$ cat config.mk
export PLATFORM = sky130hd
export DESIGN_NAME = timestep_sequencer
export DESIGN_NICKNAME = d
export VERILOG_FILES = /design/src/rtl/timestep_sequencer_pkg.sv /design/src/rtl/timestep_sequencer_quiet_detector.sv /design/src/rtl/timestep_sequencer.sv
export SDC_FILE = /design/constraint.sdc
export NUM_CORES = 1
export LEC_CHECK = 0
export ABC_AREA = 1
export BUFFER_PORTS_ARGS = -buffer_cell sky130_fd_sc_hd__buf_2
export CORE_MARGIN = 5
export CORE_UTILIZATION = 54
export DETAILED_ROUTE_END_ITERATION = 8
export PLACE_DENSITY = 0.79
export SYNTH_ARGS = -nofsm -noshare
export SYNTH_HDL_FRONTEND = slang
export SYNTH_SLANG_ARGS = --single-unit
$ cat constraint.sdc
create_clock -name rt_clk -period 1.7 [get_ports rt_clk]
set_input_delay 0.34 -clock rt_clk [delete_from_list [all_inputs] [get_ports rt_clk]]
set_output_delay 0.34 -clock rt_clk [all_outputs]
set_load 0.01 [all_outputs]
$ cat src/rtl/timestep_sequencer_pkg.sv
// timestep_sequencer_pkg: shared state encodings and default step limit for the sequencer, neuron and router
package timestep_sequencer_pkg;
  localparam logic [2:0] TS_IDLE    = 3'd0;
  localparam logic [2:0] TS_START   = 3'd1;
  localparam logic [2:0] TS_COMPUTE = 3'd2;
  localparam logic [2:0] TS_DRAIN   = 3'd3;
  localparam logic [2:0] TS_GAP     = 3'd4;
  localparam logic [2:0] TS_DONE    = 3'd5;
  localparam int TS_STOP_STEP = 5;
endpackage

$ cat src/rtl/timestep_sequencer_quiet_detector.sv
// timestep_sequencer_quiet_detector: counts consecutive idle NoC cycles; ports clk, rst, en (in DRAIN), noc_active in, drained out
module timestep_sequencer_quiet_detector #(
  parameter int QUIET_CYCLES = 16
) (
  input  logic clk,
  input  logic rst,
  input  logic en,
  input  logic noc_active,
  output logic drained
);
  localparam int W = $clog2(QUIET_CYCLES + 1);
  logic [W-1:0] quiet_cnt;
  always_ff @(posedge clk or posedge rst)
    if (rst) quiet_cnt <= '0;
    else quiet_cnt <= (en && !noc_active) ? quiet_cnt + W'(1) : '0;
  // drained flags the idle cycle that completes the run, so the FSM leaves on that same edge
  assign drained = en && !noc_active && quiet_cnt == W'(QUIET_CYCLES - 1);
endmodule

$ cat src/rtl/timestep_sequencer.sv
// timestep_sequencer: issues start pulses per step, waits for neuron_done and NoC drain; ports rt_clk, rt_rst, run, neuron_done, noc_active in; start, step_count, busy, finished, overrun out
module timestep_sequencer
  import timestep_sequencer_pkg::*;
#(
  parameter int STOP_STEP       = TS_STOP_STEP,
  parameter int STEP_CNT_WIDTH  = 16,
  parameter int QUIET_CYCLES    = 16,
  parameter int MIN_STEP_CYCLES = 64,
  parameter int TIMEOUT_CYCLES  = 4096,
  parameter int CYC_CNT_WIDTH   = 13
) (
  input  logic                      rt_clk,
  input  logic                      rt_rst,
  input  logic                      run,
  input  logic                      neuron_done,
  input  logic                      noc_active,
  output logic                      start,
  output logic [STEP_CNT_WIDTH-1:0] step_count,
  output logic                      busy,
  output logic                      finished,
  output logic                      overrun
);
  logic [2:0] state, nxt;
  logic [CYC_CNT_WIDTH-1:0] cyc_cnt, wd_cnt;
  logic drained, waiting, last_step;
  assign waiting = state == TS_COMPUTE || state == TS_DRAIN;
  assign last_step = STOP_STEP != 0 && step_count == STEP_CNT_WIDTH'(STOP_STEP);
  timestep_sequencer_quiet_detector #(.QUIET_CYCLES(QUIET_CYCLES)) u_quiet (
    .clk(rt_clk),
    .rst(rt_rst),
    .en(state == TS_DRAIN),
    .noc_active(noc_active),
    .drained(drained)
  );
  always_comb begin
    nxt = state;
    case (state)
      TS_IDLE:    nxt = run ? TS_START : TS_IDLE;
      TS_START:   nxt = TS_COMPUTE;
      TS_COMPUTE: nxt = neuron_done ? TS_DRAIN : TS_COMPUTE;
      TS_DRAIN:   nxt = !drained ? TS_DRAIN : last_step ? TS_DONE : !run ? TS_IDLE : TS_GAP;
      TS_GAP:     nxt = !run ? TS_IDLE : cyc_cnt >= CYC_CNT_WIDTH'(MIN_STEP_CYCLES - 1) ? TS_START : TS_GAP;
      default:    nxt = TS_DONE;
    endcase
  end
  // outputs are decoded from the next state so they line up with the state register
  // cyc_cnt and wd_cnt read 0 during the START cycle, making the start-to-start spacing exactly MIN_STEP_CYCLES
  always_ff @(posedge rt_clk or posedge rt_rst)
    if (rt_rst) begin
      state      <= TS_IDLE;
      start      <= 1'b0;
      step_count <= '0;
      busy       <= 1'b0;
      finished   <= 1'b0;
      overrun    <= 1'b0;
      cyc_cnt    <= '0;
      wd_cnt     <= '0;
    end else begin
      state    <= nxt;
      start    <= nxt == TS_START;
      busy     <= nxt != TS_IDLE && nxt != TS_DONE;
      finished <= nxt == TS_DONE;
      if (nxt == TS_START) step_count <= step_count + STEP_CNT_WIDTH'(1);
      cyc_cnt <= nxt == TS_START ? '0 : &cyc_cnt ? cyc_cnt : cyc_cnt + CYC_CNT_WIDTH'(1);
      wd_cnt  <= nxt == TS_START ? '0 :
                 (waiting && wd_cnt != CYC_CNT_WIDTH'(TIMEOUT_CYCLES)) ? wd_cnt + CYC_CNT_WIDTH'(1) : wd_cnt;
      if (waiting && wd_cnt == CYC_CNT_WIDTH'(TIMEOUT_CYCLES - 1)) overrun <= 1'b1;
    end
endmodule

==> results.cfg, run 1 <==
[worst_setup_path]
worst-setup-path-type = flop to flop
crit_slowest_cell = dfrtp_1
crit_top_cell = nor2_1
arrival_ps = 2040
cp-end-kind = flop
crit_chain = nor2_1 > nand2_1 > nor2_4 > nand3_4 > nand2_8 > inv_4 > buf_4 > nor2_1 > nand2_2 > o21ai_0
max_stage_delay_ps = 470
worst_ep_required_time_ps = 1950
critPathLaunchType = flop
worstPathMaxFanout = 8

[floorplanning]
core_area_mm2 = 0.00554
initial_core_util_pct = 56.1
num_rows = 27
die_w_um = 85.9
die_area_mm2 = 0.00737
die_h_um = 85.9
ios = 25

[final_layout]
fillCellCount = 446
fin_area_mm2 = 0.00371
final_layout_size_suffix_gt1_share_pct = 20.0
layout.nets = 472
antenna_cells = 0
syn_to_final_growth_pct = 19.5

[placement]
dpl-instance-area_mm2 = 0.00339
place.gp.congestion = 0.942
port-buffer-count = 24
place_hpwl_mm = 4.87

[synthesis]
synthFlopType = dfrtp_1
yosysTopAreaCell = dfrtp_1
ys_warn_count = 0
synth_top_cells_by_area = dfrtp_1 (43%), nand2_1 (13%), nor2_1 (7.0%)
syn_area_per_cell_um2 = 7.60
synth_top_area_share_pct = 43.5
synth-edff-count = 0
async_flop_share_pct = 100
synthTopCellsByCount = nand2_1 (107), nor2_1 (58), dfrtp_1 (54)
yosysUniqueCellTypes = 30
synth_area_mm2 = 0.00311
syn_inst = 409
yosysSeqAreaShare_pct = 43.5
synth_nets = 421
synth-seq-cells = 54
synth_most_common_cell = nand2_1

[sta]
slew_viol_final = 0
final_hold_viol_count = 0
min_period_ps = 1800
setup_ws_ps = -97.6
setup_viol = 27
hold_ws_ps = 53.5
fmax_mhz = 556
fin_crit_sh_pct = 106
finClkSkew_ps = 14.8
max_slew.worst_pin.slew_ps = 533
relSlewSlack_pct = 64.2

[clock_network]
root_buffer = clkbuf_8
clockBufferDepth = 2
clkTransAtPathRegs_ps = 110
clkLatencyLatePin_ps = 320
numCtsBuffers = 5
htree_levels = 2
cts.sinks = 54
cts_tree = done

[route]
ant_nets = 0
via_count = 2835
wl_mm = 7.29
drc = 0
dr.pass1.iters = 4
drt_iter0_drc = 312
avgRoutedWirePerCell_um = 13.7
vias_per_cell = 5.32

[power]
powerDensity_mw_per_mm2 = 1140
ir_drop_mv = 0.581
leakagePower_nw = 1.87

[grt]
grtUsageTotal_pct = 18.9
grt_pass1_vias = 2644
grt_max_degree = 55
grt_overflow = 0
grt_pass1_wl_mm = 11.4
antenna_found_initial = 0

[hold_path]
hold_class = primary input to asynchronous set/reset pin

[job]
drv_cap = 0

[run_status]
failed_checks = negative setup slack
outcome = finished with violations
## per-layer routing
metal / vias to the layer above / global-route usage [%] / share of wire (%)
met2: 80 / 34.3 / 51
met3: 23 / 2.88 / 4.4
met5: - / 0 / 0
met4: 0 / 5.32 / 2.6
li1: 1396 / - / -
met1: 1336 / 23.2 / 42
## kinds of logic after synthesis
family          after synthesis  share of synthesized area [%]
xor+xnor                     26                           7.57
flops                        54                           43.5
fa+ha+maj                     7                           2.82
buf+inv                      60                           8.26
simple gates                234                           33.0
compound gates               28                           4.83
## sequential cells by signal, indices dropped and copies added, names as in the netlist
name / cells
overrun: 1
u_quiet.quiet_cnt: 5
start: 1
busy: 1
state: 3
cyc_cnt: 13
step_count: 16
finished: 1
wd_cnt: 13
## repair_timing
| action | CTS | global route |
|---|---|---|
| setup endpoints to repair | 5 | 34 |
| pin swaps | 0 | 9 |
| resized for setup | 1 | 28 |
| buffers inserted | 0 | 9 |
| hold buffers | 0 | 0 |
| cloned | 0 | 2 |
## cell type report
class | instances | area (um2) | share of cell area [%]
Clock inverter | 3 | 48.8 | 1.31
Timing Repair Buffer | 48 | 325 | 8.77
Inverter | 54 | 208 | 5.60
Tap cell | 72 | 90.1 | 2.43
Sequential cell | 54 | 1350 | 36.4
Clock buffer | 5 | 68.8 | 1.85
Multi-Input combinational cell | 297 | 1620 | 43.6
## per-stage QoR
| stage | util [%] | power [mW] | cells | worst slack (ps) | TNS, ps |
|---|---|---|---|---|---|
| after floorplan | - | 2.78 | 409 | 45.4 | 0 |
| after global placement | 61.2 | 3.08 | 514 | 9.90 | 0 |
| after detailed placement | 61.2 | 3.13 | 514 | -4.02 | -6.00 |
| after CTS | 63.3 | 4.02 | 522 | 18.5 | 0 |
| after global routing | 67.0 | 4.53 | 533 | -181 | -3490 |
| final | 67.0 | 4.24 | 533 | -97.6 | -1420 |
## critical path, delay by kind of cell, from the launching register on
kind,cells,cell delay (ps)
AO/OA/AOI/OAI,1,60
flip-flops,1,470
buffers and inverters,2,230
AND/OR/NAND/NOR,7,980
## cells in the final DEF (no fill, tap or decap), types with 2 or more instances in the layout
| master | count |
|---|---|
| nand3_4 | 2 |
| inv_1 | 49 |
| ha_1 | 5 |
| nand3_2 | 3 |
| buf_12 | 2 |
| inv_2 | 3 |
| nor2_2 | 4 |
| nor3_1 | 12 |
| clkbuf_8 | 5 |
| xor2_1 | 21 |
| buf_2 | 24 |
| ha_2 | 2 |
| xnor2_1 | 4 |
| nor2_1 | 53 |
| nand2_2 | 5 |
| nand2_4 | 4 |
| a31oi_1 | 2 |
| dfrtp_1 | 53 |
| inv_4 | 2 |
| a21oi_1 | 3 |
| nand2_1 | 103 |
| nor3_2 | 2 |
| buf_4 | 22 |
| o21ai_0 | 21 |
| nand3_1 | 27 |
| nand4_1 | 12 |
| nor2_4 | 4 |
## path summary, 6_finish.rpt
path,startpoint,endpoint,slack [ps],cells past startpoint
min in group rt_clk,neuron_done,state[0]$_DFF_PP0_,380,3
max,cyc_cnt[8]$_DFFE_PP0P_,wd_cnt[8]$_DFFE_PP0P_,-100,10
min reg2reg,u_quiet.quiet_cnt[0]$_DFF_PP0_,u_quiet.quiet_cnt[0]$_DFF_PP0_,460,1
max reg2reg,cyc_cnt[8]$_DFFE_PP0P_,wd_cnt[8]$_DFFE_PP0P_,-100,10
min,rt_rst,wd_cnt[3]$_DFFE_PP0P_,50,3
max in group asynchronous,rt_rst,cyc_cnt[7]$_DFFE_PP0P_,1390,3
## power breakdown
part           switching, mW  internal (mW)  leakage, nW
sequential             0.339           1.58        0.676
clock                  0.458          0.449       0.0563
combinational          0.825          0.588         1.14
total                   1.62           2.62         1.87
Power figures use the tool's default switching activity.
==> inputs of run 2 (changes only) <==
--- a/config.mk
+++ b/config.mk
@@ -8,9 +8,9 @@
 export ABC_AREA = 1
 export BUFFER_PORTS_ARGS = -buffer_cell sky130_fd_sc_hd__buf_2
 export CORE_MARGIN = 5
-export CORE_UTILIZATION = 54
+export CORE_UTILIZATION = 25
 export DETAILED_ROUTE_END_ITERATION = 8
-export PLACE_DENSITY = 0.79
+export PLACE_DENSITY = 0.44
 export SYNTH_ARGS = -nofsm -noshare
 export SYNTH_HDL_FRONTEND = slang
 export SYNTH_SLANG_ARGS = --single-unit
==> run 2 against run 1 <==
Effect of this change:
- the flow now finishes without violations
- via count decreased by 6.3%
- setup slack better by 250 ps
- die area up 100%
- worst hold slack better by 320 ps
- sequential share of layout area down 1.6 points
- register-to-register slack improved by 250 ps
- largest cell class unchanged
- largest power group unchanged
==> results.cfg, run 2 (synthesized netlist as in run 1, its figures left out) <==
[run_status]
outcome = complete, no violations

[route]
via_count = 2656
wl_mm = 7.29
vias_per_cell = 4.17
dr.pass1.iters = 4
ant_nets = 0
drc = 0
drt_iter0_drc = 101
avgRoutedWirePerCell_um = 11.4

[sta]
rsz0062_at_grt = yes
min_period_ps = 1550
setup_viol = 0
slew_viol_final = 0
finalSetupTns_ps = 0
finClkSkew_ps = 5.42
setup_ws_ps = 153
hold_ws_ps = 377
max_slew.worst_pin.slew_ps = 530
relSlewSlack_pct = 64.4
final_hold_viol_count = 0
fmax_mhz = 647
fin_crit_sh_pct = 91.0

[floorplanning]
initial_core_util_pct = 25.7
die_area_mm2 = 0.0148
die_w_um = 121
ios = 25
core_area_mm2 = 0.0121
num_rows = 40
die_h_um = 121

[worst_setup_path]
max_stage_delay_ps = 420
worst_ep_required_time_ps = 1870
cp-end-kind = flop
worstPathMaxFanout = 9
critPathLaunchType = flop
crit_slowest_cell = dfrtp_1
crit_chain = nand3_1 > nor2_2 > nand2_1 > nand3_2 > nand2_8 > inv_4 > buf_12 > nand2_2 > xnor2_2
worst-setup-path-type = flop to flop
arrival_ps = 1720

[final_layout]
largest_reg_flops = 16
fin_area_mm2 = 0.00389
stdcell_count = 637
antenna_cells = 0
layout_commonest_cell = nand2_1
top_register = step_count
final_core_util_pct = 32.1
top_regs = step_count: 16 flops, cyc_cnt: 13 flops, wd_cnt: 13 flops
layout.nets = 480
mostFrequentLayoutCells = nand2_1 (104), nor2_1 (52), dfrtp_1 (52)
final_layout_size_suffix_gt1_share_pct = 21.1
syn_to_final_growth_pct = 25.1

[clock_network]
clkLatencyLatePin_ps = 290
clkTransAtPathRegs_ps = 70
root_buffer = clkbuf_16
numCtsBuffers = 5
cts.sinks = 54
htree_levels = 2
cts_tree = done
clockBufferDepth = 2

[grt]
antenna_found_initial = 0
grt_overflow = 0
grt_pass1_wl_mm = 12.2
grt_pass1_vias = 2587
grt_max_degree = 19
grtUsageTotal_pct = 10.1

[job]
drv_cap = 0

[placement]
dpl.cell_count = 623
dpl-instance-area_mm2 = 0.00361
dp_slack_ps = 3.08
place_hpwl_mm = 5.59
port-buffer-count = 24
place.gp.congestion = 0.822

[power]
seq_power_share_pct = 44.1
ir_drop_mv = 0.450
leakagePower_nw = 1.92
p_comb_share_pct = 31.0
powerDensity_mw_per_mm2 = 1100
p_int_mw = 2.73
power.total_mw = 4.29
p_clk_share_pct = 24.9
netSwitchingPower_mw = 1.56
sw_frac_of_total_pct = 36.4

[hold_path]
hold_class = primary input to flop
## run 2: worst max-delay path, delay by kind of cell, from the launching register on
family / cells / cell delay (ps)
and+or+nand+nor: 6 / 620
DFF: 1 / 420
buffers and inverters: 2 / 260
xor gates and xnor gates: 1 / 120
## run 2: power groups by stage
stage | Clock (mW) | Combinational, mW | Sequential [mW]
finish | 1.07 | 1.33 | 1.90
global route | 1.17 | 1.55 | 1.95
CTS | 1.11 | 1.31 | 1.89
detailed placement | 0 | 1.31 | 1.90
global placement | 0 | 1.30 | 1.91
floorplan | 0 | 0.907 | 1.88
## run 2: path summary, 6_finish.rpt
path                                           startpoint                        endpoint  slack, ps  cells past startpoint
setup / recovery                   cyc_cnt[0]$_DFFE_PP0P_       step_count[2]$_DFFE_PP0N_        150                      9
hold / removal                                neuron_done              state[0]$_DFF_PP0_        380                      3
setup reg to reg                   cyc_cnt[0]$_DFFE_PP0P_       step_count[2]$_DFFE_PP0N_        150                      9
hold reg to reg            u_quiet.quiet_cnt[0]$_DFF_PP0_  u_quiet.quiet_cnt[0]$_DFF_PP0_        460                      1
max in group asynchronous                          rt_rst       step_count[1]$_DFFE_PP0N_        640                      4
min in group asynchronous                          rt_rst         cyc_cnt[12]$_DFFE_PP0P_        520                      3
## run 2: repair_timing
action                                  4_1_cts  5_1_grt
endpoints found under the setup margin        1       35
gates resized for setup                       1       25
hold endpoints to repair                      9        0
gates cloned                                  0        1
pin swaps                                     0       13
hold buffers                                  1        0
setup buffers                                 0        4
## run 2: final cells by class
type,count,area (um2)
Tap cell,168,210
Timing Repair Buffer,57,383
Clock buffer,6,139
Inverter,54,208
Fill cell,1345,8220
Clock inverter,2,12.5
Sequential cell,54,1350
Multi-Input combinational cell,296,1580
## run 2: routing by layer
layer	wire (um)	track usage, %	up-vias
met4	47	2.52	0
met3	200	1.72	2
met1	3660	13.8	1215
met5	0	0	-
met2	3380	16.5	32
li1	-	-	1407
